--- src/rtl/iterative_shifter.sv ---
// Iterative 32-bit shifter: SLL / SRL / SRA / ROTR, one bit position per clock.
// Three-state FSM (IDLE -> SHIFT -> DONE) with registered Ready/Busy/Done.
module iterative_shifter (
    input  logic        Clk,
    input  logic        Reset,
    input  logic        Start,
    input  logic [1:0]  Op,
    input  logic [31:0] Data,
    input  logic [31:0] ShAmt,
    output logic [31:0] Result,
    output logic        Ready,
    output logic        Busy,
    output logic        Done
);

    typedef enum logic [1:0] {
        S_IDLE  = 2'd0,
        S_SHIFT = 2'd1,
        S_DONE  = 2'd2
    } state_t;

    typedef enum logic [1:0] {
        OP_SLL  = 2'b00,
        OP_SRL  = 2'b01,
        OP_SRA  = 2'b10,
        OP_ROTR = 2'b11
    } op_t;

    state_t      r_state;
    state_t      w_state_nxt;
    logic [31:0] r_result;
    logic [4:0]  r_count;
    op_t         r_op;
    logic        r_ready;
    logic        r_busy;
    logic        r_done;
    logic [31:0] w_shifted;
    logic        w_ready_nxt;
    logic        w_busy_nxt;
    logic        w_done_nxt;

    // Only the low five bits select the amount; the upper bits are
    // deliberately dropped with no flag raised.
    logic        w_unused_shamt;
    assign w_unused_shamt = ^ShAmt[31:5];

    // State register. Reset is synchronous and outranks everything else,
    // so an aborted shift never reaches DONE.
    always_ff @(posedge Clk) begin
        // NOTE: sequential state uses non-blocking assignments so every flop
        // samples values from before the edge, regardless of block order.
        if (!Reset) begin
            r_state <= S_IDLE;
        end else begin
            r_state <= w_state_nxt;
        end
    end

    // Next-state logic.
    always_comb begin
        // NOTE: default assignment first so no path through the case leaves
        // w_state_nxt unassigned, which would otherwise infer a latch.
        w_state_nxt = r_state;
        unique case (r_state)
            S_IDLE: begin
                if (Start) begin
                    w_state_nxt = (ShAmt[4:0] != 5'd0) ? S_SHIFT : S_DONE;
                end
            end
            S_SHIFT: begin
                if (r_count == 5'd1) begin
                    w_state_nxt = S_DONE;
                end
            end
            S_DONE:  w_state_nxt = S_IDLE;
            default: w_state_nxt = S_IDLE;
        endcase
    end

    // Output decode from the next state, registered below so the status
    // outputs are flops with no combinational path from the inputs.
    always_comb begin
        w_ready_nxt = (w_state_nxt == S_IDLE);
        w_busy_nxt  = (w_state_nxt == S_SHIFT);
        w_done_nxt  = (w_state_nxt == S_DONE);
    end

    always_ff @(posedge Clk) begin
        if (!Reset) begin
            r_ready <= 1'b1;
            r_busy  <= 1'b0;
            r_done  <= 1'b0;
        end else begin
            r_ready <= w_ready_nxt;
            r_busy  <= w_busy_nxt;
            r_done  <= w_done_nxt;
        end
    end

    // One-bit step of the latched operation.
    always_comb begin
        w_shifted = r_result;
        unique case (r_op)
            OP_SLL:  w_shifted = {r_result[30:0], 1'b0};
            OP_SRL:  w_shifted = {1'b0, r_result[31:1]};
            OP_SRA:  w_shifted = {r_result[31], r_result[31:1]};
            OP_ROTR: w_shifted = {r_result[0], r_result[31:1]};
            default: w_shifted = r_result;
        endcase
    end

    // Datapath: capture on an accepted Start, step once per SHIFT cycle,
    // otherwise hold so Result stays valid from DONE until the next Start.
    always_ff @(posedge Clk) begin
        if (!Reset) begin
            r_result <= 32'h0000_0000;
            r_count  <= 5'd0;
            r_op     <= OP_SLL;
        end else begin
            unique case (r_state)
                S_IDLE: begin
                    if (Start) begin
                        r_result <= Data;
                        r_count  <= ShAmt[4:0];
                        r_op     <= op_t'(Op);
                    end
                end
                S_SHIFT: begin
                    r_result <= w_shifted;
                    r_count  <= r_count - 5'd1;
                end
                default: begin
                end
            endcase
        end
    end

    assign Result = r_result;
    assign Ready  = r_ready;
    assign Busy   = r_busy;
    assign Done   = r_done;

endmodule

--- config.mk ---
export PLATFORM = sky130hd
export DESIGN_NAME = iterative_shifter
export DESIGN_NICKNAME = d
export VERILOG_FILES = /design/src/rtl/iterative_shifter.sv
export SDC_FILE = /design/constraint.sdc
export NUM_CORES = 1
export LEC_CHECK = 0
export CORE_AREA = 5 5 82 84
export CTS_CLUSTER_DIAMETER = 40
export DETAILED_ROUTE_END_ITERATION = 12
export DIE_AREA = 0 0 87 89
export MAX_ROUTING_LAYER = met4
export PLACE_DENSITY_LB_ADDON = 0.05
export SYNTH_ARGS = -nofsm -noshare
export SYNTH_HDL_FRONTEND = slang
export SYNTH_SLANG_ARGS = --single-unit
--- constraint.sdc ---
create_clock -name Clk -period 1.7 [get_ports Clk]
set_input_delay 0.255 -clock Clk [delete_from_list [all_inputs] [get_ports Clk]]
set_output_delay 0.255 -clock Clk [all_outputs]
set_load 0.1 [all_outputs]
==> impl_results.md <==
- Status: finished, final reports clean
- CTS tree: built
- Max cap viols: 0
- Syn Inst Count: 285
- Number of diodes: 0
- Slowest cell delay on critical path: 0.46 ns
- Reg2reg end: r_count[4]$_SDFFE_PN0P_
- Synth area leader: dfxtp_1
- Final ANT Viol Nets: 0
- Worst EP required: 1.88 ns
- PwrDens: just under 1000 nW/µm²
- Number of port buffers: between 70 and 80
- Hold_buf cts: 0
- RSZ-0062 raised after global routing: no
- Reg2Reg Setup Slack: roughly 0.18 ns
- Ranking of synthesized cells by area: dfxtp_1 (37%), a211oi_1 (9.0%), o21a_1 (8.7%)
- Clk slew on worst S/H paths: 0.08 ns
- Core ar.: 5850 µm²
- CTS max path bufs: 2
- Synthesized area: 2410 µm²
- Slew HR: 53.5%
- Critical Path Sink Type: flip-flop
- #FFs+latches synth: 44
- Total grt overflow: 0
- CP Depth: 5
- Die Span Y: 89 µm
- Arrival @ worst endpoint: 1.70 ns
- Worst path cell trace: inv_1 -> ha_1 -> or3b_2 -> a32oi_1 -> a21boi_0
- Critical path fanouts, max: 4
- Largest net degree at the start of global routing: 35
- CTS Buf Count: 5
- Placer Congestion: 0.841
- Pwr Total: 3.65 mW
- Reg2Reg Depth: 5
- Post-synth EDFFs: 0
- Final Critical Period: 1.52 ns
- Clock Tree Root: clkbuf_8
- Setup Skew: 0.00698 ns
- Row count: 28
- Register area share after synthesis: a little over a third
- Max frequency: 660 MHz
- Post-layout nets: roughly 430
- VDD IR-drop max: 0.463 mV
- Routed WL per cell: approximately 16 µm
- Beginning of the worst hold path: Result[29]$_SDFFE_PN0P_
- Detailed Route WL: 7100 µm
- Synth warn: 0
- Fillers: 500
- Worst min-delay path endpoint: Result[29]$_SDFFE_PN0P_
- R2r startpoint: r_count[0]$_SDFFE_PN0P_
- GRT Util Overall: 18.9%
- Post-synth cell types: 41
- Clk Latency, worst-skew pair: 0.29 ns
- CP top delay family: simple AND/OR/NAND/NOR gates
- Layout area overhead: 53.9%
- DR pass1 iterations: 4
- Fin util: 63.3%
- Slowest CP cell: or3b_2
- Full die area: 7740 µm²
- Vias in the first global route: 2444
- Final worst slack: 0.185 ns
- Commonest non-fill, non-tap cell in the layout: clkdlybuf4s50_1
- DIE WIDTH: a little under 90 µm
- Worst setup SP type: flip-flop
- Syn Nets: about 360
- Syn avg cell area: 8.45 µm²
- Post-detail-place hpwl: 4870 µm
- Via density per instance: 5.76
- Hold Path Cell Cnt: 2
- DP Worst Slack: -0.0543 ns
- Fin crit share: 89.1%
- Post-synth top area share: approximately 37%
- Leading cell types in the layout, fill and taps excluded: clkdlybuf4s50_1 (41), dfxtp_1 (40), buf_12 (36)
- Slew of the pin with the lowest slew margin: between 0.6 and 0.7 ns
- Final setup vio count: 0
- Ys async rst share: 0%
- Hold crit path type: reg2reg
- Initial antenna violation count: 0
- Crit path kind: reg2reg
- Primary FF master, synth: dfxtp_1
- H-tree Lvls: 2
- Iter 0 DRT Violations: roughly 140
- First-pass GRT wire length: 11600 µm
- Share of layout cells above drive strength 1: a little over a fifth
- I/O Pins: 104
- Bufs and invs on worst path: 1
- Postcts setup bufs: 0
- Starting Density: just over 40%
- Final hold violations: 0
- Max Slew Vio Count: 0
- Clock Sinks: 44
- Routed via count: roughly 2500
- Drt drc: 0
- Pleak: about 1.4 nW
-- Yosys cell counts (2+ instances only) --
master    instances
nand3_1          30
o21a_1           28
dfxtp_1          44
nor3_1            3
buf_2            18
a32oi_1           2
o311a_1           3
nor2_1           31
nand2b_1          2
a21boi_0          2
a21bo_2           2
a22oi_1           3
a211oi_1         29
ha_1              2
mux2i_1           2
o31ai_2           2
clkbuf_1          9
a21oi_1           7
o32ai_1           2
buf_4             3
o211ai_1          2
nand2_1           2
o31ai_1          26
o21ai_0           6
nor2b_1           4
inv_1             6
-- flip-flops by register name, indices dropped and copies added (netlist names) --
| signal | count |
|---|---|
| Result | 32 |
| Done | 1 |
| r_state | 2 |
| r_count | 5 |
| Busy | 1 |
| Ready | 1 |
| r_op | 2 |
-- report_power, final --
part           internal, mW  switching [mW]  leakage (nW)
registers              1.15           0.176         0.366
clock network         0.280           0.339        0.0410
logic                 0.653            1.05         0.986
-- logic make-up after synthesis --
group / count (synthesis) / synth area share [%]
flops: 44 / 36.6
buf+inv: 36 / 7.02
simple gates: 82 / 17.1
compound gates: 119 / 37.4
mux: 2 / 0.832
fa+ha+maj: 2 / 1.04
-- through the flow --
step / hold WS [ns] / cell area, µm² / cells / setup TNS, ns
floorplan: 0.424 / 2410 / 285 / 0
global placement: 0.529 / 3620 / 424 / -0.0735
detailed placement: 0.529 / 3620 / 424 / -0.174
CTS: 0.541 / 3700 / 431 / 0
global route: 0.574 / 3700 / 432 / 0
finish: 0.540 / 3700 / 432 / 0
-- worst register-to-register path, stage by stage (launching register included) --
cell      delay (ns)
dfxtp_1         0.34
inv_1           0.10
ha_1            0.22
or3b_2          0.46
a32oi_1         0.19
a21boi_0        0.09
-- layout make-up --
| class | count | area [µm²] | area share [%] |
|---|---|---|---|
| multi-input cells | 206 | 1370 | 36.9 |
| inverters | 6 | 22.5 | 0.608 |
| clock inverters | 1 | 5.00 | 0.135 |
| repair buffers | 94 | 1260 | 34.0 |
| clock buffers | 6 | 72.6 | 1.96 |
| well taps | 75 | 93.8 | 2.53 |
| flip-flops and latches | 44 | 886 | 23.9 |
-- timing repair --
item,in CTS,in global routing
resized for setup,0,1
endpoints found under the setup margin,0,2
hold endpoints to repair,0,0
-- worst max-delay path by stage --
| stage | startpoint | end |
|---|---|---|
| 2_1_floorplan | Result[26]$_SDFFE_PN0P_ | Result[25]$_SDFFE_PN0P_ |
| 3_3_place_gp | Start | Result[25]$_SDFFE_PN0P_ |
| 3_5_place_dp | Start | Result[1]$_SDFFE_PN0P_ |
| 4_1_cts | r_state[1]$_SDFF_PN0_ | Result[1]$_SDFFE_PN0P_ |
| 5_1_grt | r_count[0]$_SDFFE_PN0P_ | r_count[4]$_SDFFE_PN0P_ |
| 6_report | r_count[0]$_SDFFE_PN0P_ | r_count[4]$_SDFFE_PN0P_ |
-- layer usage --
metal,global-route usage (%),share of wire (%),vias up,wire [µm]
li1,-,-,1219,-
met1,25.2,46,1175,3240
met2,29.7,47,86,3330
met3,3.13,6.5,7,458
met4,5.38,0.96,0,68
met5,-,0,-,0
(Power assumes the default switching activity.)
